## config.mk

```make
export PLATFORM = sky130hd
export DESIGN_NAME = fir_sym_param_flat
export DESIGN_NICKNAME = d
export VERILOG_FILES = /design/src/rtl/fir_sym_param_pkg.sv /design/src/rtl/fir_sym_param_if.sv /design/src/rtl/fir_sym_param_round_sat.sv /design/src/rtl/fir_sym_param.sv /design/src/flat_wrapper.sv
export SDC_FILE = /design/constraint.sdc
export NUM_CORES = 2
export LEC_CHECK = 0
export BUFFER_PORTS_ARGS = -buffer_cell sky130_fd_sc_hd__buf_4
export CORE_MARGIN = 2
export CORE_UTILIZATION = 45
export DETAILED_ROUTE_END_ITERATION = 16
export HOLD_SLACK_MARGIN = 0.02
export SETUP_SLACK_MARGIN = 0.3
export SLEW_MARGIN = 20
export SYNTH_ARGS = -nofsm -noshare
export SYNTH_HDL_FRONTEND = slang
export SYNTH_SLANG_ARGS = --single-unit
```

## constraint.sdc

```tcl
create_clock -name clk -period 7.8 [get_ports clk]
set_input_delay 1.56 -clock clk [delete_from_list [all_inputs] [get_ports clk]]
set_output_delay 1.56 -clock clk [all_outputs]
set_load 0.05 [all_outputs]
```

## src/rtl/fir_sym_param_pkg.sv

```systemverilog
// Shared helpers for the parametrised symmetric FIR: width arithmetic and
// saturation limits used by the filter core and the reusable round/saturate stage.
package fir_pkg;

  localparam int SAT_LIM_W = 128;

  function automatic int clog2(input int value);
    int r;
    int v;
    r = 0;
    v = value - 1;
    while (v > 0) begin
      r = r + 1;
      v = v >> 1;
    end
    return r;
  endfunction

  // Full-precision accumulator width: pre-add growth, product, then sum of TAPS/2 products
  function automatic int acc_width(input int data_w, input int coef_w, input int taps);
    return data_w + 1 + coef_w + clog2(taps / 2);
  endfunction

  function automatic logic signed [SAT_LIM_W-1:0] sat_max(input int out_w);
    logic signed [SAT_LIM_W-1:0] one;
    one = {{(SAT_LIM_W-1){1'b0}}, 1'b1};
    return (one <<< (out_w - 1)) - one;
  endfunction

  function automatic logic signed [SAT_LIM_W-1:0] sat_min(input int out_w);
    logic signed [SAT_LIM_W-1:0] one;
    one = {{(SAT_LIM_W-1){1'b0}}, 1'b1};
    return {SAT_LIM_W{1'b0}} - (one <<< (out_w - 1));
  endfunction

endpackage

```

## src/rtl/fir_sym_param_if.sv

```systemverilog
// Sample, coefficient-load and filtered-output signals of the symmetric FIR.
interface fir_sym_param_if import fir_pkg::*; #(
  parameter int DATA_W = 12,
  parameter int COEF_W = 12,
  parameter int TAPS   = 16,
  parameter int OUT_W  = 16
);
  localparam int ADDR_W = clog2(TAPS / 2);

  logic                     din_valid;
  logic signed [DATA_W-1:0] din;
  logic                     coef_we;
  logic [ADDR_W-1:0]        coef_addr;
  logic signed [COEF_W-1:0] coef_data;
  logic                     coef_commit;
  logic                     dout_valid;
  logic signed [OUT_W-1:0]  dout;
  logic                     dout_sat;

  modport master (
    output din_valid, din, coef_we, coef_addr, coef_data, coef_commit,
    input  dout_valid, dout, dout_sat
  );

  modport slave (
    input  din_valid, din, coef_we, coef_addr, coef_data, coef_commit,
    output dout_valid, dout, dout_sat
  );

endinterface

```

## src/rtl/fir_sym_param_round_sat.sv

```systemverilog
// Registered round-half-up, arithmetic shift and saturation of a wide signed sum.
// Output value and saturation flag hold between valid samples.
module fir_round_sat import fir_pkg::*; #(
  parameter int IN_W  = 28,
  parameter int SHIFT = 12,
  parameter int OUT_W = 16
) (
  input  logic                    clk,
  input  logic                    rst,
  input  logic                    valid_i,
  input  logic signed [IN_W-1:0]  sum_i,
  output logic                    valid_o,
  output logic signed [OUT_W-1:0] dout_o,
  output logic                    sat_o
);
  // One guard bit so adding the rounding constant can never wrap
  localparam int R_W    = IN_W + 1;
  localparam int RND_SH = (SHIFT > 0) ? SHIFT - 1 : 0;
  localparam logic signed [R_W-1:0] ONE_C = {{(R_W-1){1'b0}}, 1'b1};
  localparam logic signed [R_W-1:0] RND_C = (SHIFT > 0) ? (ONE_C <<< RND_SH) : {R_W{1'b0}};
  localparam logic signed [SAT_LIM_W-1:0] MAX_C = sat_max(OUT_W);
  localparam logic signed [SAT_LIM_W-1:0] MIN_C = sat_min(OUT_W);

  logic signed [R_W-1:0]       ext_s;
  logic signed [R_W-1:0]       rnd_s;
  logic signed [R_W-1:0]       r_s;
  logic signed [SAT_LIM_W-1:0] r_wide_s;
  logic signed [OUT_W-1:0]     dout_d, dout_q;
  logic                        sat_d, sat_q;
  logic                        valid_q;

  // Round, shift and clip; hold the previous result when no sample arrives
  always_comb begin
    ext_s    = {sum_i[IN_W-1], sum_i};
    rnd_s    = ext_s + RND_C;
    r_s      = rnd_s >>> SHIFT;
    r_wide_s = {{(SAT_LIM_W-R_W){r_s[R_W-1]}}, r_s};
    dout_d   = dout_q;
    sat_d    = sat_q;
    if (valid_i) begin
      if (r_wide_s > MAX_C) begin
        dout_d = MAX_C[OUT_W-1:0];
        sat_d  = 1'b1;
      end else if (r_wide_s < MIN_C) begin
        dout_d = MIN_C[OUT_W-1:0];
        sat_d  = 1'b1;
      end else begin
        dout_d = r_wide_s[OUT_W-1:0];
        sat_d  = 1'b0;
      end
    end else begin
      dout_d = dout_q;
      sat_d  = sat_q;
    end
  end

  // Output registers
  always_ff @(posedge clk) begin
    if (rst) begin
      valid_q <= 1'b0;
      dout_q  <= {OUT_W{1'b0}};
      sat_q   <= 1'b0;
    end else begin
      valid_q <= valid_i;
      dout_q  <= dout_d;
      sat_q   <= sat_d;
    end
  end

  assign valid_o = valid_q;
  assign dout_o  = dout_q;
  assign sat_o   = sat_q;

endmodule

```

## src/rtl/fir_sym_param.sv

```systemverilog
// Parametrised symmetric FIR: valid-qualified delay line, pre-add, multiply,
// full-precision sum, then round/saturate; double-buffered coefficient banks.
module fir_sym_param import fir_pkg::*; #(
  parameter int DATA_W = 12,
  parameter int COEF_W = 12,
  parameter int TAPS   = 16,
  parameter int OUT_W  = 16,
  parameter int SHIFT  = 12
) (
  input logic            clk,
  input logic            rst,
  fir_sym_param_if.slave bus
);
  localparam int HALF   = TAPS / 2;
  localparam int PRE_W  = DATA_W + 1;
  localparam int PROD_W = PRE_W + COEF_W;
  localparam int ACC_W  = acc_width(DATA_W, COEF_W, TAPS);

  logic signed [DATA_W-1:0] x_d      [TAPS];
  logic signed [DATA_W-1:0] x_q      [TAPS];
  logic signed [PRE_W-1:0]  p_d      [HALF];
  logic signed [PRE_W-1:0]  p_q      [HALF];
  logic signed [PROD_W-1:0] m_d      [HALF];
  logic signed [PROD_W-1:0] m_q      [HALF];
  logic signed [COEF_W-1:0] shadow_d [HALF];
  logic signed [COEF_W-1:0] shadow_q [HALF];
  logic signed [COEF_W-1:0] active_d [HALF];
  logic signed [COEF_W-1:0] active_q [HALF];
  logic signed [ACC_W-1:0]  sum_d, sum_q;
  // Tags for delay-line head, pre-add, product and sum stages
  logic [3:0]               vld_d, vld_q;

  // Delay line advances only on accepted samples
  always_comb begin
    for (int k = 0; k < TAPS; k++) x_d[k] = x_q[k];
    if (bus.din_valid) begin
      x_d[0] = bus.din;
      for (int k = 1; k < TAPS; k++) x_d[k] = x_q[k-1];
    end else begin
      for (int k = 0; k < TAPS; k++) x_d[k] = x_q[k];
    end
  end

  for (genvar i = 0; i < HALF; i++) begin : g_pair
    assign p_d[i] = $signed({x_q[i][DATA_W-1], x_q[i]})
                  + $signed({x_q[TAPS-1-i][DATA_W-1], x_q[TAPS-1-i]});
    assign m_d[i] = $signed({{COEF_W{p_q[i][PRE_W-1]}}, p_q[i]})
                  * $signed({{PRE_W{active_q[i][COEF_W-1]}}, active_q[i]});
  end

  // Sum of products, extended so it cannot overflow
  always_comb begin
    sum_d = {ACC_W{1'b0}};
    for (int i = 0; i < HALF; i++) begin
      sum_d = sum_d + $signed({{(ACC_W-PROD_W){m_q[i][PROD_W-1]}}, m_q[i]});
    end
  end

  // Commit copies the pre-edge shadow, so a same-edge write misses that commit
  always_comb begin
    for (int i = 0; i < HALF; i++) begin
      shadow_d[i] = shadow_q[i];
      active_d[i] = active_q[i];
    end
    if (bus.coef_commit) begin
      for (int i = 0; i < HALF; i++) active_d[i] = shadow_q[i];
    end else begin
      for (int i = 0; i < HALF; i++) active_d[i] = active_q[i];
    end
    if (bus.coef_we && (int'(bus.coef_addr) < HALF)) begin
      shadow_d[bus.coef_addr] = bus.coef_data;
    end else begin
      for (int i = 0; i < HALF; i++) shadow_d[i] = shadow_q[i];
    end
    vld_d = {vld_q[2:0], bus.din_valid};
  end

  // Datapath, bank and valid-tag registers
  always_ff @(posedge clk) begin
    if (rst) begin
      for (int k = 0; k < TAPS; k++) x_q[k] <= {DATA_W{1'b0}};
      for (int i = 0; i < HALF; i++) begin
        p_q[i]      <= {PRE_W{1'b0}};
        m_q[i]      <= {PROD_W{1'b0}};
        shadow_q[i] <= {COEF_W{1'b0}};
        active_q[i] <= {COEF_W{1'b0}};
      end
      sum_q <= {ACC_W{1'b0}};
      vld_q <= 4'b0000;
    end else begin
      for (int k = 0; k < TAPS; k++) x_q[k] <= x_d[k];
      for (int i = 0; i < HALF; i++) begin
        p_q[i]      <= p_d[i];
        m_q[i]      <= m_d[i];
        shadow_q[i] <= shadow_d[i];
        active_q[i] <= active_d[i];
      end
      sum_q <= sum_d;
      vld_q <= vld_d;
    end
  end

  fir_round_sat #(
    .IN_W  (ACC_W),
    .SHIFT (SHIFT),
    .OUT_W (OUT_W)
  ) u_round_sat (
    .clk     (clk),
    .rst     (rst),
    .valid_i (vld_q[3]),
    .sum_i   (sum_q),
    .valid_o (bus.dout_valid),
    .dout_o  (bus.dout),
    .sat_o   (bus.dout_sat)
  );

endmodule

```

## src/flat_wrapper.sv

```systemverilog
// flat-port wrapper written by rule: the top's interface ports become plain ports
module fir_sym_param_flat import fir_pkg::*;
#(
  parameter int DATA_W = 12,
  parameter int COEF_W = 12,
  parameter int TAPS   = 16,
  parameter int OUT_W  = 16,
  parameter int SHIFT  = 12
)
  (clk, rst, bus_din_valid, bus_din, bus_coef_we, bus_coef_addr, bus_coef_data, bus_coef_commit, bus_dout_valid, bus_dout, bus_dout_sat);
  fir_sym_param_if #(.DATA_W(DATA_W), .COEF_W(COEF_W), .TAPS(TAPS), .OUT_W(OUT_W)) bus_i ();
  input logic clk;
  input logic rst;
  input wire logic [$bits(bus_i.din_valid)-1:0] bus_din_valid;
  input wire logic [$bits(bus_i.din)-1:0] bus_din;
  input wire logic [$bits(bus_i.coef_we)-1:0] bus_coef_we;
  input wire logic [$bits(bus_i.coef_addr)-1:0] bus_coef_addr;
  input wire logic [$bits(bus_i.coef_data)-1:0] bus_coef_data;
  input wire logic [$bits(bus_i.coef_commit)-1:0] bus_coef_commit;
  output wire logic [$bits(bus_i.dout_valid)-1:0] bus_dout_valid;
  output wire logic [$bits(bus_i.dout)-1:0] bus_dout;
  output wire logic [$bits(bus_i.dout_sat)-1:0] bus_dout_sat;
  assign bus_i.din_valid = bus_din_valid;
  assign bus_i.din = bus_din;
  assign bus_i.coef_we = bus_coef_we;
  assign bus_i.coef_addr = bus_coef_addr;
  assign bus_i.coef_data = bus_coef_data;
  assign bus_i.coef_commit = bus_coef_commit;
  assign bus_dout_valid = bus_i.dout_valid;
  assign bus_dout = bus_i.dout;
  assign bus_dout_sat = bus_i.dout_sat;
  fir_sym_param #(.DATA_W(DATA_W), .COEF_W(COEF_W), .TAPS(TAPS), .OUT_W(OUT_W), .SHIFT(SHIFT)) u_core (.clk(clk), .rst(rst), .bus(bus_i));
endmodule
```

==> report_table.html <==
<table>
<tr><th>Metric</th><th>Value</th></tr>
<tr><th colspan="2">Run status</th></tr>
<tr><td>Outcome</td><td>finished, final reports clean</td></tr>
<tr><th colspan="2">Min path</th></tr>
<tr><td>HP Class</td><td>flop to flop</td></tr>
<tr><td>Launch point of the worst hold path</td><td>u_core.vld_q[1]$_SDFF_PP0_</td></tr>
<tr><th colspan="2">Critical path</th></tr>
<tr><td>Endpoint type of the worst setup path</td><td>flop</td></tr>
<tr><td>Endpoint required time on the critical path</td><td>about 8.3 ns</td></tr>
<tr><td>Max FO, Critical Path</td><td>4</td></tr>
<tr><td>Worst reg2reg path startpoint</td><td>u_core.m_q[0][1]$_SDFF_PP0_</td></tr>
<tr><td>Crit path from</td><td>u_core.m_q[0][1]$_SDFF_PP0_</td></tr>
<tr><td>Slack of the worst reg-to-reg path</td><td>between 1 and 1.5 ns</td></tr>
<tr><td>Crit path kind</td><td>flop to flop</td></tr>
<tr><td>Data arrival time of the worst path</td><td>7.23 ns</td></tr>
<tr><td>CP startpoint kind</td><td>flop</td></tr>
<tr><th colspan="2">Synthesis</th></tr>
<tr><td>Share of the yosys chip area belonging to registers</td><td>19.1%</td></tr>
<tr><td>Leading cell types by count after synthesis</td><td>sky130_fd_sc_hd__inv_1, sky130_fd_sc_hd__fa_1, sky130_fd_sc_hd__nand2_1, sky130_fd_sc_hd__dfxtp_1, sky130_fd_sc_hd__nor2_1</td></tr>
<tr><td>Cell types occupying the most area after synthesis</td><td>sky130_fd_sc_hd__fa_1, sky130_fd_sc_hd__dfxtp_1, sky130_fd_sc_hd__ha_1</td></tr>
<tr><td>Leading cell type by number of instances after synthesis</td><td>sky130_fd_sc_hd__inv_1</td></tr>
<tr><td>Syn. warnings</td><td>0</td></tr>
<tr><td>Top cell type by total area after synthesis</td><td>sky130_fd_sc_hd__fa_1</td></tr>
<tr><td>Number of nets in the synthesized netlist</td><td>approximately 10,000</td></tr>
<tr><td>Most frequently used flop master after synthesis</td><td>sky130_fd_sc_hd__dfxtp_1</td></tr>
<tr><td>Netlist Area Pre-Place</td><td>about 76,000 µm²</td></tr>
<tr><td>Fraction of registers with async set or reset after synthesis</td><td>0%</td></tr>
<tr><td>Cell count after synthesis</td><td>8,222</td></tr>
<tr><td>Synth cell types</td><td>70</td></tr>
<tr><td>Yosys top cell area share</td><td>about 35%</td></tr>
<tr><td>Number of flip-flops and latches in the synthesized netlist</td><td>727</td></tr>
<tr><td>Synthesized area divided by synthesized cell count</td><td>about 9.3 µm²</td></tr>
<tr><td>Number of flops mapped to enable cells by yosys</td><td>0</td></tr>
<tr><th colspan="2">CTS</th></tr>
<tr><td>Post-CTS setup-driven buffer insertion count</td><td>0</td></tr>
<tr><td>CTS clk-pin slew, worst paths</td><td>0.06 ns</td></tr>
<tr><td>Hold buffer count at cts</td><td>0</td></tr>
<tr><td>Maximum clock insertion buffer count</td><td>3</td></tr>
<tr><td>H-tree levels</td><td>3</td></tr>
<tr><td>Number of clock sinks</td><td>a little over 700</td></tr>
<tr><td>CTS Root Buffer Type</td><td>sky130_fd_sc_hd__clkbuf_16</td></tr>
<tr><td>Number of buffers created by CTS</td><td>86</td></tr>
<tr><td>Number of gates given a new drive strength after cts</td><td>0</td></tr>
<tr><td>TritonCTS clock tree</td><td>done</td></tr>
<tr><td>Clock latency of the later-clocked register in the worst-skew pair</td><td>a little over 0.7 ns</td></tr>
<tr><th colspan="2">Route</th></tr>
<tr><td>TritonRoute pass-1 iters</td><td>6</td></tr>
<tr><td>Via Count</td><td>roughly 53,000</td></tr>
<tr><td>Number of routed nets with antenna violations</td><td>0</td></tr>
<tr><td>Routed WL per cell</td><td>around 19 µm</td></tr>
<tr><td>Starting DRT DRC Count</td><td>between 3,000 and 4,000</td></tr>
<tr><td>Vias/cell</td><td>5.15</td></tr>
<tr><td>Number of remaining DRC errors</td><td>0</td></tr>
<tr><td>Post-Route WL</td><td>~200,000 µm</td></tr>
<tr><th colspan="2">Layout</th></tr>
<tr><td>Area overhead of the layout relative to synthesis</td><td>6.58%</td></tr>
<tr><td>Fill cell total of the finished layout</td><td>15,900</td></tr>
<tr><td>Fraction of final layout cells with drive strength greater than 1</td><td>just under 3%</td></tr>
<tr><td>Number of nets in the finished design</td><td>slightly below 10,000</td></tr>
<tr><td>Post-route core utilization</td><td>48.2%</td></tr>
<tr><th colspan="2">Timing</th></tr>
<tr><td>Max Slew Vio Count</td><td>0</td></tr>
<tr><td>Upper clock frequency limit</td><td>150 MHz</td></tr>
<tr><td>Min Clock Period, post-route</td><td>6.68 ns</td></tr>
<tr><td>Worst slew margin</td><td>roughly a quarter</td></tr>
<tr><td>Fin Clk Skew</td><td>roughly 0.036 ns</td></tr>
<tr><td>RSZ-0062 raised after global routing</td><td>no</td></tr>
<tr><td>Total Neg Setup Slack</td><td>0 ns</td></tr>
<tr><td>Slew at the pin closest to its max-slew limit</td><td>around 1.1 ns</td></tr>
<tr><td>Number of setup violations in the final report</td><td>0</td></tr>
<tr><td>Fin crit share</td><td>a little under nine tenths</td></tr>
<tr><td>Worst hold-check slack</td><td>~0.44 ns</td></tr>
<tr><td>Fin. Hold Viols</td><td>0</td></tr>
<tr><th colspan="2">Die</th></tr>
<tr><td>I/O pin count</td><td>50</td></tr>
<tr><td>Core area</td><td>approximately 170,000 µm²</td></tr>
<tr><td>Die Y</td><td>416 µm</td></tr>
<tr><td>Die Outline Area</td><td>between 150,000 and 200,000 µm²</td></tr>
<tr><td>Initial Util</td><td>a little under half</td></tr>
<tr><td>Placement Rows</td><td>151</td></tr>
<tr><td>Width of the die</td><td>416 µm</td></tr>
<tr><th colspan="2">GRT</th></tr>
<tr><td>Maximum number of pins on one net before global-route repair</td><td>between 150 and 200</td></tr>
<tr><td>Vias in the first global route</td><td>approximately 55,000</td></tr>
<tr><td>Global-route wire length before repair</td><td>between 300,000 and 400,000 µm</td></tr>
<tr><td>Antenna violations before repair</td><td>8</td></tr>
<tr><td>Global routing usage summed across all routing layers</td><td>a little under a quarter</td></tr>
<tr><td>Remaining Overflow, GRT</td><td>0</td></tr>
<tr><th colspan="2">Power</th></tr>
<tr><td>Pwr per Cell Area</td><td>roughly 100 nW/µm²</td></tr>
<tr><td>Maximum VDD drop</td><td>156 µV</td></tr>
<tr><td>Standby leakage power</td><td>36.9 nW</td></tr>
<tr><th colspan="2">Placement</th></tr>
<tr><td>Half-perimeter wire length after detailed placement</td><td>~160,000 µm</td></tr>
<tr><td>Count of buffers inserted at the top-level ports</td><td>49</td></tr>
<tr><td>Final RePlAce weighted congestion</td><td>roughly 0.92</td></tr>
<tr><th colspan="2">Job</th></tr>
<tr><td>Max cap viols</td><td>0</td></tr>
</table>
==> where the power goes <==
| group | leakage, nW | switching [mW] | internal (mW) | total, mW |
|---|---|---|---|---|
| combinational | 29.6 | 0.281 | 0.136 | 0.417 |
| clock | 1.45 | 1.78 | 2.49 | 4.28 |
| sequential | 5.87 | 0.0754 | 3.75 | 3.83 |
==> registers in the layout, summed over array words and instances, names as in the netlist <==
register	flops
u_core.u_round_sat.valid_o	1
u_core.u_round_sat.dout_o	16
u_core.active_q	96
u_core.m_q	200
u_core.sum_q	17
u_core.p_q	104
u_core.x_q	192
u_core.vld_q	4
u_core.shadow_q	96
u_core.u_round_sat.sat_o	1
==> routing by layer <==
metal	vias up	GRT usage (%)	share of wire, %
met1	27100	32.7	45
met4	4	6.92	2.9
met5	-	0	0.017
met2	1085	39.4	48
li1	24700	-	-
met3	236	2.71	4.6
==> path summary, 6_finish.rpt <==
| path | end | cells past startpoint |
|---|---|---|
| worst max-delay path | u_core.sum_q[27]$_SDFF_PP0_ | 26 |
| worst min register to register | u_core.vld_q[2]$_SDFF_PP0_ | 1 |
| worst min-delay path | u_core.vld_q[2]$_SDFF_PP0_ | 1 |
| worst max register to register | u_core.sum_q[27]$_SDFF_PP0_ | 26 |
==> area by class of cell <==
cell class	instances	area, µm²	area share (%)
clock buffer	114	2440	3.00
inverter	1483	5570	6.84
tap	2218	2780	3.41
timing repair buffer	65	544	0.669
multi-input combinational	5663	54900	67.5
sequential	727	14600	17.9
antenna	4	10.0	0.0123
clock inverter	44	558	0.686
==> metrics by stage <==
stage	worst slack [ns]	instances	cell area (µm²)	power (mW)
2_1_floorplan	1.80	8222	76300	4.15
3_3_place_gp	1.13	10200	78400	4.32
3_5_place_dp	1.21	10200	78400	4.33
4_1_cts	1.17	10300	81400	8.62
5_1_grt	0.507	10300	81400	8.79
6_report	1.12	10300	81400	8.52
==> placed cells by master, fill, tap and decap left out, drive strengths merged, types with 126 or more instances in the layout <==
| cell type | count |
|---|---|
| inv | 1491 |
| fa | 1321 |
| nand2 | 990 |
| dfxtp | 727 |
| nor2 | 610 |
| ha | 571 |
| and2 | 445 |
| mux2i | 290 |
| a21oi | 251 |
| xnor2 | 195 |
| nand2b | 128 |
| o21ai | 126 |
==> worst max-delay path, stage by stage (launching register included) <==
cell	delay, ns
sky130_fd_sc_hd__dfxtp_1	0.32
sky130_fd_sc_hd__fa_1	0.47
sky130_fd_sc_hd__ha_1	0.23
sky130_fd_sc_hd__fa_1	0.48
sky130_fd_sc_hd__a211oi_1	0.36
sky130_fd_sc_hd__o21ai_1	0.15
sky130_fd_sc_hd__nand3_1	0.13
sky130_fd_sc_hd__nand2b_1	0.06
sky130_fd_sc_hd__a21oi_1	0.22
sky130_fd_sc_hd__nor2b_1	0.07
sky130_fd_sc_hd__o21ai_0	0.14
sky130_fd_sc_hd__a21oi_1	0.10
sky130_fd_sc_hd__fa_1	0.52
sky130_fd_sc_hd__inv_1	0.05
sky130_fd_sc_hd__fa_1	0.47
sky130_fd_sc_hd__inv_1	0.05
sky130_fd_sc_hd__fa_1	0.43
sky130_fd_sc_hd__ha_1	0.22
sky130_fd_sc_hd__nor3_1	0.34
sky130_fd_sc_hd__a22oi_1	0.17
sky130_fd_sc_hd__a221oi_1	0.27
sky130_fd_sc_hd__o21ai_1	0.22
sky130_fd_sc_hd__a41oi_2	0.34
sky130_fd_sc_hd__o211ai_1	0.21
sky130_fd_sc_hd__o31ai_1	0.30
sky130_fd_sc_hd__xnor2_1	0.16
sky130_fd_sc_hd__nor2_1	0.07
==> logic make-up (layout without fill, tap and decap cells) <==
kind of cell               count (synthesis)  after routing  share of synthesized area [%]
and+or+nand+nor                         2525           2525                           15.3
adders and majority gates               1892           1892                           44.0
buffers and inverters                   1832           1706                           9.03
DFF                                      727            727                           19.1
AOI/OAI and AO/OA                        669            669                           5.50
muxes                                    299            299                           3.94
xor gates and xnor gates                 278            278                           3.19
other                                      0              4                              0
Note: power is estimated with default switching activity, not from simulation.
